<file path="src/rtl/mfe_pkg.sv">
// rtl/mfe_pkg.sv - shared encodings for the 3x3 rank filter engine
package mfe_pkg;

  localparam logic [1:0] MODE_MEDIAN = 2'b00;
  localparam logic [1:0] MODE_MIN    = 2'b01;
  localparam logic [1:0] MODE_MAX    = 2'b10;

  localparam logic PAD_ZERO = 1'b0;
  localparam logic PAD_REPL = 1'b1;

  localparam int RANK_IDX_MEDIAN = 4;
  localparam int RANK_IDX_MIN    = 0;
  localparam int RANK_IDX_MAX    = 8;

  typedef enum logic [2:0] {
    IDLE,
    START,
    FETCH,
    SORT,
    WRITE,
    DONE
  } state_t;

  // Reserved mode 11 falls through to median.
  function automatic logic [3:0] rank_idx(input logic [1:0] mode);
    case (mode)
      MODE_MIN: return 4'(RANK_IDX_MIN);
      MODE_MAX: return 4'(RANK_IDX_MAX);
      default:  return 4'(RANK_IDX_MEDIAN);
    endcase
  endfunction

endpackage

</file>
<file path="src/rtl/mfe_sort9.sv">
// rtl/mfe_sort9.sv - 9-entry odd-even transposition sorter, one phase per enabled cycle
module mfe_sort9 #(
  parameter int DW = 8
) (
  input  logic          clk,
  input  logic          reset_n,
  input  logic          load,
  input  logic          en,
  input  logic          phase,
  input  logic [DW-1:0] in  [9],
  output logic [DW-1:0] out [9]
);

  logic [DW-1:0] v   [9];
  logic [DW-1:0] nxt [9];

  // phase 0 pairs (0,1)(2,3)(4,5)(6,7); phase 1 pairs (1,2)(3,4)(5,6)(7,8)
  always_comb begin
    nxt = v;
    for (int i = 0; i < 8; i++) begin
      if ((((i % 2) == 1) == phase) && (v[i] > v[i+1])) begin
        nxt[i]   = v[i+1];
        nxt[i+1] = v[i];
      end
    end
  end

  always_ff @(posedge clk or negedge reset_n) begin
    if (!reset_n) begin
      for (int i = 0; i < 9; i++) v[i] <= '0;
    end else if (load) begin
      v <= in;
    end else if (en) begin
      v <= nxt;
    end
  end

  assign out = v;

endmodule

</file>
<file path="src/rtl/mfe_rank_filter.sv">
// rtl/mfe_rank_filter.sv - streaming 3x3 median/min/max filter with column-sliding window
module mfe_rank_filter
  import mfe_pkg::*;
#(
  parameter int IMG_W = 128,
  parameter int IMG_H = 128,
  parameter int DW    = 8,
  parameter int AW    = 14
) (
  input  logic          clk,
  input  logic          reset_n,
  input  logic          ready,
  input  logic [1:0]    mode,
  input  logic          pad_mode,
  output logic          busy,
  output logic [AW-1:0] iaddr,
  input  logic [DW-1:0] idata,
  output logic [AW-1:0] addr,
  output logic [DW-1:0] data_wr,
  output logic          wen,
  output logic          done
);

  localparam logic [AW-1:0] W_A  = AW'(IMG_W);
  localparam logic [AW-1:0] H_A  = AW'(IMG_H);
  localparam logic [AW:0]   W_E  = (AW+1)'(IMG_W);
  localparam logic [AW:0]   H_E1 = (AW+1)'(IMG_H + 1);

  state_t        state, state_nx;
  logic [AW-1:0] x, y, x_nx, y_nx;
  logic [2:0]    slot;
  logic [3:0]    sort_cnt;
  logic [1:0]    mode_q;
  logic          pad_q;
  logic [DW-1:0] win [3][3];
  logic [DW-1:0] taps [9];
  logic [DW-1:0] sorted [9];
  logic          last_slot, last_x, last_pix;
  logic [1:0]    row_sel;
  logic [DW-1:0] pix;

  logic [AW:0]   cur_col, cur_rowp, nl_col, nl_rowp;
  logic          cur_oob;
  logic [AW-1:0] nl_x, nl_y, nl_cc, nl_rc;
  logic [2:0]    nl_s;
  logic          iaddr_ld;

  // Column x+offset of a fetch slot; at x=0 slots 0-2 hit column 0, slots 3-5 column 1.
  function automatic logic [AW:0] col_of(input logic [AW-1:0] px, input logic [2:0] s);
    return {1'b0, px} + {{AW{1'b0}}, (px != '0) || (s >= 3'd3)};
  endfunction

  // Row of a fetch slot biased by +1 so that row -1 is representable as 0.
  function automatic logic [AW:0] rowp_of(input logic [AW-1:0] py, input logic [2:0] s);
    return {1'b0, py} + {{(AW-1){1'b0}}, (s >= 3'd3) ? 2'(s - 3'd3) : s[1:0]};
  endfunction

  assign last_slot = (x == '0) ? (slot == 3'd5) : (slot == 3'd2);
  assign last_x    = (x == W_A - 1'b1);
  assign last_pix  = last_x && (y == H_A - 1'b1);
  assign x_nx      = last_x ? '0 : x + 1'b1;
  assign y_nx      = last_pix ? '0 : (last_x ? y + 1'b1 : y);
  assign row_sel   = (slot >= 3'd3) ? 2'(slot - 3'd3) : slot[1:0];

  assign cur_col  = col_of(x, slot);
  assign cur_rowp = rowp_of(y, slot);
  assign cur_oob  = (cur_col == W_E) || (cur_rowp == '0) || (cur_rowp == H_E1);
  assign pix      = (cur_oob && (pad_q == PAD_ZERO)) ? '0 : idata;

  // iaddr is registered, so it is always computed for the slot of the following cycle.
  assign nl_col  = col_of(nl_x, nl_s);
  assign nl_rowp = rowp_of(nl_y, nl_s);
  assign nl_cc   = (nl_col == W_E) ? W_A - 1'b1 : nl_col[AW-1:0];
  assign nl_rc   = (nl_rowp == '0) ? '0 :
                   (nl_rowp == H_E1) ? H_A - 1'b1 : nl_rowp[AW-1:0] - 1'b1;

  always_comb begin
    state_nx = state;
    iaddr_ld = 1'b0;
    nl_x     = x;
    nl_y     = y;
    nl_s     = slot + 3'd1;
    case (state)
      IDLE:  if (ready) state_nx = START;
      START: begin
        state_nx = FETCH;
        iaddr_ld = 1'b1;
        nl_x     = '0;
        nl_y     = '0;
        nl_s     = '0;
      end
      FETCH: begin
        if (last_slot) state_nx = SORT;
        else           iaddr_ld = 1'b1;
      end
      SORT:  if (sort_cnt == 4'd9) state_nx = WRITE;
      WRITE: begin
        if (last_pix) begin
          state_nx = DONE;
        end else begin
          state_nx = FETCH;
          iaddr_ld = 1'b1;
          nl_x     = x_nx;
          nl_y     = y_nx;
          nl_s     = '0;
        end
      end
      DONE:    state_nx = IDLE;
      default: state_nx = IDLE;
    endcase
  end

  always_ff @(posedge clk or negedge reset_n) begin
    if (!reset_n) begin
      state    <= IDLE;
      x        <= '0;
      y        <= '0;
      slot     <= '0;
      sort_cnt <= '0;
      mode_q   <= MODE_MEDIAN;
      pad_q    <= PAD_ZERO;
      iaddr    <= '0;
      for (int r = 0; r < 3; r++)
        for (int c = 0; c < 3; c++)
          win[r][c] <= '0;
    end else begin
      state <= state_nx;
      if (iaddr_ld) iaddr <= nl_rc * W_A + nl_cc;
      case (state)
        START: begin
          mode_q   <= mode;
          pad_q    <= pad_mode;
          x        <= '0;
          y        <= '0;
          slot     <= '0;
          sort_cnt <= '0;
        end
        FETCH: begin
          slot     <= last_slot ? '0 : slot + 3'd1;
          sort_cnt <= '0;
          if (x == '0) begin
            if (slot < 3'd3) begin
              win[row_sel][1] <= pix;
              win[row_sel][0] <= (pad_q == PAD_REPL) ? pix : '0;
            end else begin
              win[row_sel][2] <= pix;
            end
          end else begin
            if (slot == '0) begin
              for (int r = 0; r < 3; r++) begin
                win[r][0] <= win[r][1];
                win[r][1] <= win[r][2];
              end
            end
            win[row_sel][2] <= pix;
          end
        end
        SORT: sort_cnt <= sort_cnt + 4'd1;
        WRITE: begin
          x <= x_nx;
          y <= y_nx;
        end
        default: ;
      endcase
    end
  end

  always_comb begin
    for (int r = 0; r < 3; r++)
      for (int c = 0; c < 3; c++)
        taps[r*3+c] = win[r][c];
  end

  mfe_sort9 #(.DW(DW)) u_sort (
    .clk     (clk),
    .reset_n (reset_n),
    .load    ((state == SORT) && (sort_cnt == 4'd0)),
    .en      ((state == SORT) && (sort_cnt != 4'd0)),
    .phase   (~sort_cnt[0]),
    .in      (taps),
    .out     (sorted)
  );

  assign busy    = (state == START) || (state == FETCH) || (state == SORT) || (state == WRITE);
  assign wen     = (state == WRITE);
  assign done    = (state == DONE);
  assign addr    = y * W_A + x;
  assign data_wr = wen ? sorted[rank_idx(mode_q)] : '0;

endmodule

</file>
<file path="config.mk">
export PLATFORM = sky130hd
export DESIGN_NAME = mfe_rank_filter
export DESIGN_NICKNAME = d
export VERILOG_FILES = /design/src/rtl/mfe_pkg.sv /design/src/rtl/mfe_sort9.sv /design/src/rtl/mfe_rank_filter.sv
export SDC_FILE = /design/constraint.sdc
export NUM_CORES = 1
export LEC_CHECK = 0
export BUFFER_PORTS_ARGS = -buffer_cell sky130_fd_sc_hd__buf_4
export CORE_MARGIN = 8
export CORE_UTILIZATION = 40
export CTS_BUF_LIST = sky130_fd_sc_hd__clkbuf_4 sky130_fd_sc_hd__clkbuf_8
export DETAILED_ROUTE_END_ITERATION = 8
export GPL_TIMING_DRIVEN = 0
export PLACE_DENSITY_LB_ADDON = 0.12
export SETUP_SLACK_MARGIN = 0.1
export SYNTH_ARGS = -nofsm -noshare
export SYNTH_HDL_FRONTEND = slang
export SYNTH_SLANG_ARGS = --single-unit
</file>
<file path="constraint.sdc">
create_clock -name clk -period 6.8 [get_ports clk]
set_input_delay 1.36 -clock clk [delete_from_list [all_inputs] [get_ports clk]]
set_output_delay 1.36 -clock clk [all_outputs]
set_load 0.02 [all_outputs]
</file>
==> metrics.md, run 1 <==
| Metric | Value |
|---|---|
| Starting Density | `40.51%` |
| Most used cell along the critical path | `a21oi_2` |
| First-pass GRT wire length | `75370 µm` |
| Footprint of the multi-input gates | `8487 µm²` |
| Antenna fix cells | `0` |
| Number of global-route vias before repair | `12.87k` |
| Hold crit path type | `reg -> reg` |
| Crit-path max FO | `10` |
| Sequential area share after synthesis | `35.59%` |
| Synthesized area per cell | `8.305 µm²` |
| Register area | `4986 µm²` |
| Worst R2R Start | `y[0]` |
| Power consumption | `7.806 mW` |
| Clock Sinks | `199` |
| WHS | `0.4896 ns` |
| # setup viols final | `0` |
| Largest net degree at the start of global routing | `73` |
| CTS Buf Count | `17` |
| Slew Viols, Final | `0` |
| Htree depth | `4` |
| Fin Clk Skew | `0.02584 ns` |
| Setup_tns | `0 ns` |
| DRT iter0 DRCs | `1087` |
| Max-cap viol count | `0` |
| Finished Layout Cells | `2265` |
| Die span in y | `203.0 µm` |
| Placed cell count | `2194` |
| Via density | `5.923` |
| Worst Path Arrival | `6.89 ns` |
| Gr usage total | `23.32%` |
| R2R Setup Slk | `0.32 ns` |
| LEAKAGE | `7.069 nW` |
| Synth top area share | `35.59%` |
| WHS Endpoint | `iaddr[12]` |
| IO Pins | `53` |
| Grt peak-use layer | `met2` |
| Die width | `203.0 µm` |
| Synthesized flop and latch total | `199` |
| Hpwl dp | `36880 µm` |
| Top_reg_cell synth | `dfrtp_1` |
| Worst-margin pin slew | `1.156 ns` |
| Setup CP Type | `reg -> reg` |
| Row cnt | `68` |
| WP depth | `30` |
| Async SR Flop Fraction | `100.0%` |
| Hold buffers post-CTS | `0` |
| Mapped cell area | `13990 µm²` |
| Crit path required time | `7.21 ns` |
| Clk_lat worst skew | `0.53 ns` |
| Clock tree buffer depth | `2` |
| Fin. Hold Viols | `0` |
| Power Density | `485.1 nW/µm²` |
| Final WL | `48660 µm` |
| Worst vdd ir | `0.0002159 V` |
| Syn Inst Count | `1685` |
| Share of layout cells above drive strength 1 | `14.53%` |
| FF-to-FF path depth | `30` |
| Worst Setup Start Kind | `register` |
| NumNets Final | `1912` |
| Root Driver | `clkbuf_8` |
| Min Tclk post-route | `6.480 ns` |
| Ys Warns | `0` |
| Buffers added on ports | `52` |
| Min-delay src | `iaddr[12]` |
| GRT Residual Overflow | `0` |
| Status | `finished clean` |
| Area contributors post-synth | `dfrtp_1 36%, ha_1 8.7%, o21ai_0 8.2%` |
| Yosys top cell by area | `dfrtp_1` |
| Routability Congestion | `0.9273` |
| Buf/Inv on CP | `4` |
| CP max stage delay | `0.52 ns` |
| Initial DRT Pass Iterations | `5` |
| Critical path's top delay family | `simple AND/OR/NAND/NOR gates` |
| Core box area | `34540 µm²` |
| Die area | `41230 µm²` |
| Slew HR | `22.09%` |
| Via count | `13.42k` |
| Grt met2 use | `38.82%` |
| Most frequent cells in the layout | `227 x o21ai_0, 212 x nand2_1, 194 x dfrtp_1` |
| Fillers | `3481` |
| Final Core Density | `46.58%` |
| Hold Path Depth | `2` |
| Met1 Usage GRT | `30.04%` |
| Area Growth Syn to Fin | `14.99%` |
| Netlist cell types | `76` |
| Avg WL per Cell | `21.48 µm` |
| Reg2reg end | `iaddr[13]` |
| Final ANT Viol Nets | `0` |
| Mapped Nets | `1800` |
| Leading cell type in the layout, fill and taps excluded | `o21ai_0` |
| CP Capture Type | `register` |
| Period utilisation layout | `95.29%` |
| Clock transition at path regs | `0.12 ns` |
| CTS tree | `yes` |
| RSZ-0062 raised after global routing | `false` |
| Residual DRC | `0` |
| Maximum clock rate | `154.3 MHz` |
| Number of enable flip-flop cells after synthesis | `0` |
| Initial antenna violation count | `0` |
| Worst-path cell with the longest stage delay | `or4b_4` |
| GRT met3 Usage | `3.220%` |
==> Yosys cell counts, types with 8 or more instances <==
cell        n
o21ai_0   229
nand2_1   214
dfrtp_1   199
nor2_1    131
a21oi_1   117
ha_1       97
inv_1      97
clkbuf_1   79
a221o_1    48
nand4_1    29
a31oi_1    27
nor3_1     27
a32oi_1    26
mux2_2     26
nand3_1    26
xnor2_1    26
a21o_1     21
xor2_1     19
nor4_1     18
mux2i_1    17
nor2b_1    14
o211ai_1   14
nand2b_1   13
and3_1     11
o22ai_1    10
o21ai_1     9
buf_1       8
buf_4       8
nor3b_1     8
or3_1       8
==> worst max-delay path by stage <==
| stage | slack [ns] | from | end |
|---|---|---|---|
| after floorplan | 0.26 | state[0] | iaddr[13] |
| after global placement | -1.44 | y[9] | iaddr[13] |
| after detailed placement | -1.43 | x[0] | iaddr[13] |
| after CTS | 0.13 | x[1] | iaddr[13] |
| after global routing | 0.05 | state[0] | iaddr[13] |
| final | 0.32 | y[0] | iaddr[13] |
==> area by class of cell <==
class | instances | area share (%)
buffer | 107 | 3.289
multi-input combinational | 1280 | 52.74
inverter | 98 | 2.317
timing repair buffer | 94 | 4.704
clock buffer | 19 | 1.586
clock inverter | 13 | 0.8397
sequential | 199 | 30.99
tap | 455 | 3.538
==> metal layers <==
| layer | up-vias | share of wire, % |
|---|---|---|
| li1 | 6339 | - |
| met4 | 0 | 4.0 |
| met3 | 106 | 5.7 |
| met1 | 6480 | 43 |
| met5 | - | 0 |
| met2 | 491 | 47 |
==> state kept, by name (all words and copies together) (netlist names) <==
register	count
taps	72
u_sort.out	72
iaddr	14
x	14
y	14
sort_cnt	4
slot	3
state	3
mode_q	2
pad_q	1
==> cells by family after synthesis <==
| family | count (synthesis) | share of synthesized area (%) |
|---|---|---|
| flip-flops | 199 | 35.59 |
| buffers and inverters | 206 | 6.187 |
| adder cells (fa/ha/maj) | 101 | 9.245 |
| XOR/XNOR | 45 | 2.817 |
| multiplexers | 43 | 3.308 |
| AO/OA/AOI/OAI | 556 | 24.82 |
| AND/OR/NAND/NOR | 535 | 18.03 |
==> per-stage QoR <==
stage	setup slack (ns)	instance area, µm²
floorplan	0.2580	13990
global placement	-1.441	14950
detailed placement	-1.426	15020
CTS	0.1328	15720
global route	0.04753	16090
finish	0.3203	16090
==> worst register-to-register path, delay by kind of cell (launching register included) <==
kind                     cells  cell delay [ns]
AO/OA/AOI/OAI                9             1.42
XOR/XNOR                     1             0.15
adder cells (fa/ha/maj)      5             1.29
buffers and inverters        4             0.68
flip-flops                   1             0.47
AND/OR/NAND/NOR             11             2.35
==> where the power goes <==
part	total, mW	leakage [nW]	internal (mW)	switching [mW]
combinational	4.73	4.33	1.83	2.90
sequential	2.28	2.54	1.65	0.630
clock	0.800	0.192	0.315	0.485
total	7.81	7.07	3.80	4.01
==> repair_timing <==
item                                   CTS  global route
resized for setup                       53            52
setup endpoints to repair                6             1
endpoints found under the hold margin    0             0
pin swaps                                8            30
cloned                                   0             0
buffers inserted                        11            29
Power figures use the tool's default switching activity.
==> run 2, diff against run 1 <==
- HOLD_SLACK_MARGIN: unset -> 0.12
- SYNTH_HIERARCHICAL: unset -> 1
- clock period: 6.8 -> 7.41 ns (I/O delays scaled with it)
==> metrics.md, run 2 <==
| Metric | Value |
|---|---|
| Worst Setup Start Kind | `register` |
| Mapped cell area | `14170 µm² (+1.3%)` |
| Status | `finished clean` |
| Largest net degree at the start of global routing | `102 (+40%)` |
| Synth top area share | `35.14% (-0.45 points)` |
| Slew Viols, Final | `0 (unchanged)` |
| Buffers added on ports | `52 (unchanged)` |
| Area Growth Syn to Fin | `13.89%` |
| Simple-gate share of the synthesized area | `17.75% (-0.28 points)` |
| Slew HR | `36.71% (+15 points)` |
| Worst-margin pin slew | `0.9346 ns (-0.2219 ns)` |
| Initial DRT Pass Iterations | `8 (+3)` |
| Max-cap viol count | `0 (unchanged)` |
| Final WL | `48520 µm (-0.30%)` |
| Die width | `204.2 µm (+0.59%)` |
| Worst vdd ir | `0.0001823 V (-16%)` |
| Avg WL per Cell | `22.14 µm (+3.1%)` |
| Number of global-route vias before repair | `12.76k (-0.86%)` |
| IO Pins | `53 (unchanged)` |
| Top_reg_cell synth | `dfrtp_1` |
| RSZ-0062 raised after global routing | `false` |
| Metal2 WL | `23240 µm (+1.4%)` |
| Initial antenna violation count | `0 (unchanged)` |
| Routability Congestion | `0.9633 (+3.9%)` |
| Clock transition at path regs | `0.13 ns (about the same)` |
| Min Tclk post-route | `7.119 ns (+0.6393 ns)` |
| Hpwl dp | `36870 µm (about the same)` |
| Ys Warns | `6 (+6)` |
| Hold crit path type | `reg -> reg` |
| Clock tree buffer depth | `2 (unchanged)` |
| Yosys top cell by area | `dfrtp_1` |
| Placed cell count | `2129 (-3.0%)` |
| Via density | `6.047 (+2.1%)` |
| Netlist cell types | `94 (+24%)` |
| CTS tree | `yes` |
| Area contributors post-synth | `dfrtp_1 35%, ha_1 8.7%, a21oi_1 5.7%` |
| Starting Density | `40.24% (-0.27 points)` |
| Final Core Density | `45.82% (-0.76 points)` |
| WL met1 | `20780 µm (-1.2%)` |
| Synth top cells by count | `199 x dfrtp_1, 162 x a21oi_1, 161 x nor2_1` |
| Number of enable flip-flop cells after synthesis | `0 (unchanged)` |
| Hold buffers post-CTS | `0 (unchanged)` |
| Maximum clock rate | `140.5 MHz (-9.0%)` |
| DRT iter0 DRCs | `1293 (+19%)` |
| Synthesized flop and latch total | `199 (unchanged)` |
| Leading cell type in the layout, fill and taps excluded | `dfrtp_1` |
| Clk_lat worst skew | `0.52 ns (about the same)` |
| First-pass GRT wire length | `75620 µm (+0.33%)` |
| Async SR Flop Fraction | `100.0% (unchanged)` |
| Worst-path cell with the longest stage delay | `or4b_4` |
| Die span in y | `204.2 µm (+0.59%)` |
| Finished Layout Cells | `2191 (-3.3%)` |
| # setup viols final | `0 (unchanged)` |
| Gr usage total | `23.17% (-0.15 points)` |
| Mapped Nets | `1731 (-3.8%)` |
| Adder-cell share of the synthesized area | `9.217% (-0.028 points)` |
| Via count | `13.25k (-1.2%)` |
| Top Metal Used | `met4` |
| Compound-Gate Fraction of Synth Area | `24.20% (-0.62 points)` |
| Setup_tns | `0 ns (unchanged)` |
| Worst Path Arrival | `7.54 ns (+0.65 ns)` |
| CTS Buf Count | `17 (unchanged)` |
| Power Density | `457.7 nW/µm² (-5.7%)` |
| GRT Residual Overflow | `0 (unchanged)` |
| Finished layout cell area | `16140 µm² (+0.30%)` |
| CP max stage delay | `0.57 ns (+0.05 ns)` |
| NumNets Final | `1833 (-4.1%)` |
| LEAKAGE | `6.934 nW (-1.9%)` |
| Clock Sinks | `199 (unchanged)` |
| Residual DRC | `0 (unchanged)` |
| CP Capture Type | `register` |
| Crit-path max FO | `8 (-2)` |
| Die area | `41710 µm² (+1.2%)` |
| Antenna fix cells | `0 (unchanged)` |
| XOR/XNOR share of the synthesized area | `2.472% (-0.34 points)` |
| Share of layout cells above drive strength 1 | `15.03% (+0.50 points)` |
| Most frequent cell after synthesis | `dfrtp_1` |
| Fin Clk Skew | `0.02420 ns (-0.001640 ns)` |
| WHS | `0.5066 ns (+0.01704 ns)` |
| Core box area | `35220 µm² (+2.0%)` |
| Htree depth | `4 (unchanged)` |
| Final ANT Viol Nets | `0 (unchanged)` |
| Crit path required time | `7.83 ns (+0.62 ns)` |
| Root Driver | `clkbuf_8` |
| Fin. Hold Viols | `0 (unchanged)` |
| Sequential area share after synthesis | `35.14% (-0.45 points)` |
| Setup CP Type | `reg -> reg` |
| Mux cell area share after synthesis | `4.564% (+1.3 points)` |
| Period utilisation layout | `96.07% (+0.78 points)` |
| Row cnt | `69 (+1.5%)` |
| Most frequent cells in the layout | `189 x dfrtp_1, 159 x a21oi_1, 158 x nor2_1` |
| Synthesized area per cell | `8.775 µm² (+5.7%)` |
| Syn Inst Count | `1615 (-4.2%)` |
| Wire length on met3 | `2531 µm (-9.3%)` |
| Largest family of logic cells by synthesized area | `compound AO/OA/AOI/OAI gates` |
| Placed cell area | `15170 µm² (+1.1%)` |
run 2: kinds of logic after synthesis:
logic type / Yosys count
compound gates: 495
mux: 61
buf+inv: 224
flops: 199
xor+xnor: 40
fa+ha+maj: 102
simple gates: 494
run 2: final timing paths:
path	startpoint	end	slack, ns	cells past startpoint
max	y[10]	iaddr[13]	0.29	32
min	iaddr[7]	iaddr[7]	0.51	2
max reg2reg	y[10]	iaddr[13]	0.29	32
min reg2reg	iaddr[7]	iaddr[7]	0.51	2
max in group asynchronous	reset_n	x[0]	5.39	2
min in group asynchronous	reset_n	u_sort/out[25]	0.98	1
run 2: layer usage:
metal	global-route usage, %	vias up
li1	-	6136
met5	0	-
met4	9.025	0
met2	38.99	513
met3	3.154	118
met1	29.78	6483
run 2: repair_timing:
| action | in CTS | in global routing |
|---|---|---|
| gates cloned | 0 | 0 |
| resized for setup | 26 | 55 |
| buffers inserted | 5 | 26 |
| setup endpoints to repair | 3 | 1 |
| pin swaps | 5 | 20 |
| hold endpoints to repair | 0 | 0 |
run 2: area by class of cell:
class                           instances  area [µm²]
Sequential cell                       199        4992
Fill cell                            3460       19080
Tap cell                              461       576.8
Multi-Input combinational cell       1192        8499
Timing Repair Buffer                   84       658.1
Clock inverter                         15       190.2
Clock buffer                           17       234.0
Buffer                                104       535.5
Inverter                              119       454.2
run 2: power breakdown:
group	internal, mW	total [mW]	switching [mW]	leakage (nW)
Combinational	1.77	4.41	2.65	4.31
Sequential	1.58	2.21	0.624	2.41
Clock	0.267	0.766	0.499	0.213
Total	3.61	7.39	3.77	6.93
run 2: metrics by stage:
stage | power [mW] | setup WS (ns)
floorplan | 5.031 | 0.7862
global placement | 6.421 | -0.7497
detailed placement | 6.491 | -0.8158
CTS | 7.317 | 0.1154
global route | 7.989 | 0.07665
finish | 7.387 | 0.2910
run 2: worst max-delay path: cells and delay by family, from the launching register on:
kind                       cells  cell delay (ns)
and+or+nand+nor               10             2.71
AOI/OAI and AO/OA              8             1.53
buffers and inverters          7             0.78
xor gates and xnor gates       2             0.34
DFF                            1             0.38
adders and majority gates      5             1.27
==> run 3, diff against run 2 <==
- BUFFER_PORTS_ARGS: -buffer_cell sky130_fd_sc_hd__buf_4 -> -buffer_cell sky130_fd_sc_hd__buf_2
==> metrics.md, run 3 (same netlist as run 2, synthesis figures left out) <==
| Metric | Value |
|---|---|
| Crit-path max FO | `8 (unchanged)` |
| Clock transition at path regs | `0.11 ns (-0.02 ns)` |
| Proportion of power drawn by flip-flops and latches | `29.7% (-0.2 points)` |
| CP max stage delay | `0.54 ns (-0.03 ns)` |
| Crit path required time | `7.81 ns (-0.02 ns)` |
| Die area | `41710 µm² (unchanged)` |
| NumNets Final | `1831 (-0.11%)` |
| Area Growth Syn to Fin | `12.72%` |
| Most frequent cells in the layout | `189 x dfrtp_1, 160 x a21oi_1, 159 x nor2_1` |
| Gr usage total | `23.20% (+0.030 points)` |
| Slew Viols, Final | `0 (unchanged)` |
| Share of layout cells above drive strength 1 | `14.76% (-0.27 points)` |
| CTS tree | `yes` |
| LEAKAGE | `6.930 nW (about the same)` |
| Critical path's top delay family | `simple AND/OR/NAND/NOR gates` |
| Hpwl dp | `37530 µm (+1.8%)` |
| Initial DRT Pass Iterations | `5 (-3)` |
| Fin Clk Skew | `0.02337 ns (-0.0008328 ns)` |
| Slew HR | `37.98% (+1.3 points)` |
| Antenna fix cells | `0 (unchanged)` |
| Power consumption | `7.425 mW (+0.52%)` |
| Hold buffers post-CTS | `0 (unchanged)` |
| # setup viols final | `0 (unchanged)` |
| Final WL | `48940 µm (+0.87%)` |
| Clock tree buffer depth | `2 (unchanged)` |
| Largest net degree at the start of global routing | `89 (-13%)` |
| Sw Pwr | `3.712 mW (-1.6%)` |
| Worst vdd ir | `0.0001892 V (+3.7%)` |
| Final ANT Viol Nets | `0 (unchanged)` |
| Worst Path Arrival | `7.40 ns (-0.14 ns)` |
| Worst-path cell with the longest stage delay | `or4b_4` |
| Fin. Hold Viols | `0 (unchanged)` |
| Power share of the combinational group | `59.1% (-0.7 points)` |
| Residual DRC | `0 (unchanged)` |
| IO Pins | `53 (unchanged)` |
| Finished Layout Cells | `2189 (-0.091%)` |
| Leading cell type in the layout, fill and taps excluded | `dfrtp_1` |
| Die width | `204.2 µm (unchanged)` |
| WHS | `0.4870 ns (-0.01965 ns)` |
| RSZ-0062 raised after global routing | `false` |
| First-pass GRT wire length | `75400 µm (-0.29%)` |
| Number of global-route vias before repair | `12.60k (-1.2%)` |
| Via count | `13.20k (-0.36%)` |
| Avg WL per Cell | `22.36 µm (+0.96%)` |
| Sw frac | `50.00% (-1.1 points)` |
| Die span in y | `204.2 µm (unchanged)` |
| Clock Sinks | `199 (unchanged)` |
| Max-cap viol count | `0 (unchanged)` |
| Clk_lat worst skew | `0.52 ns (about the same)` |
| Placed cell area | `15070 µm² (-0.66%)` |
| Power share of the clock group | `11.2% (+0.8 points)` |
| Setup_tns | `0 ns (unchanged)` |
| Internal power | `3.713 mW (+2.7%)` |
| Power Density | `464.8 nW/µm² (+1.6%)` |
| Row cnt | `69 (unchanged)` |
| Buf/Inv on CP | `7 (unchanged)` |
| Hold crit path type | `reg -> reg` |
| Min Tclk post-route | `6.997 ns (-0.1221 ns)` |
| Starting Density | `40.24% (unchanged)` |
| Buffers added on ports | `52 (unchanged)` |
| Worst-margin pin slew | `0.9303 ns (-0.004280 ns)` |
| Status | `finished clean` |
| Placed cell count | `2130 (+0.047%)` |
| DRT iter0 DRCs | `1235 (-4.5%)` |
| Root Driver | `clkbuf_8` |
| Core box area | `35220 µm² (unchanged)` |
| Worst Setup Start Kind | `register` |
| Via density | `6.031 (-0.27%)` |
| Initial antenna violation count | `0 (unchanged)` |
| Htree depth | `4 (unchanged)` |
| GRT Residual Overflow | `0 (unchanged)` |
| Maximum clock rate | `142.9 MHz (+1.7%)` |
| Finished layout cell area | `15980 µm² (-1.0%)` |
| Period utilisation layout | `94.43% (-1.6 points)` |
| CP Capture Type | `register` |
| CTS Buf Count | `17 (unchanged)` |
| Setup CP Type | `reg -> reg` |
| Routability Congestion | `0.9555 (-0.81%)` |
==> run 3: cell count changes in the layout (fill, tap and decap cells not counted), sizes merged <==
cell	previous run	this run
inv	128	125
bufinv	0	4
clkinvlp	0	1
clkbuf	78	79
clkinv	6	4
buf	127	124
==> run 3: routing by layer <==
| metal | vias up | global-route usage [%] | wire (µm) |
|---|---|---|---|
| met2 | 428 | 39.40 | 23590 |
| met3 | 105 | 3.027 | 2311 |
| met4 | 0 | 8.254 | 1710 |
| li1 | 6151 | - | - |
| met1 | 6518 | 29.90 | 21330 |
| met5 | - | 0 | 0 |
==> run 3: worst min-delay path, cell delays in order, from the launching register on <==
cell and delay [ns]:
dfrtp_1 0.36, nand2_1 0.05, nand2_1 0.05
==> run 3: layout make-up <==
| cell class | count | area, µm² |
|---|---|---|
| multi-input combinational | 1192 | 8436 |
| clock buffer | 17 | 234.0 |
| clock inverter | 15 | 215.2 |
| buffer | 104 | 534.3 |
| sequential | 199 | 4992 |
| inverter | 119 | 451.7 |
| fill | 3481 | 19250 |
| timing repair buffer | 82 | 535.5 |
| tap | 461 | 576.8 |
==> run 3: worst paths after layout <==
check,startpoint,endpoint,slack (ns),depth (start not counted)
min in group asynchronous,reset_n,u_sort/out[25],0.87,1
min reg2reg,iaddr[7],iaddr[7],0.49,2
min,iaddr[7],iaddr[7],0.49,2
max,x[8],iaddr[13],0.41,32
max in group asynchronous,reset_n,x[8],5.69,2
max reg2reg,x[8],iaddr[13],0.41,32
==> run 3: stage by stage <==
stage | util [%] | setup WS, ns
after floorplan | - | 0.7862
after global placement | 42.61 | -0.7617
after detailed placement | 42.80 | -0.7900
after CTS | 44.48 | 0.1139
after global routing | 45.35 | 0.08862
final | 45.35 | 0.4131
==> run 3: power groups by stage <==
stage	clock [mW]	combinational [mW]	sequential [mW]
2_1_floorplan	0	3.08	1.95
3_3_place_gp	0	4.18	2.21
3_5_place_dp	0	4.25	2.21
4_1_cts	0.847	4.31	2.19
5_1_grt	0.891	4.87	2.26
6_report	0.833	4.39	2.21
==> run 3: timing repair <==
action,in CTS,in global routing
pin swaps,6,13
setup endpoints to repair,3,1
setup buffers,6,22
gates resized for setup,25,47
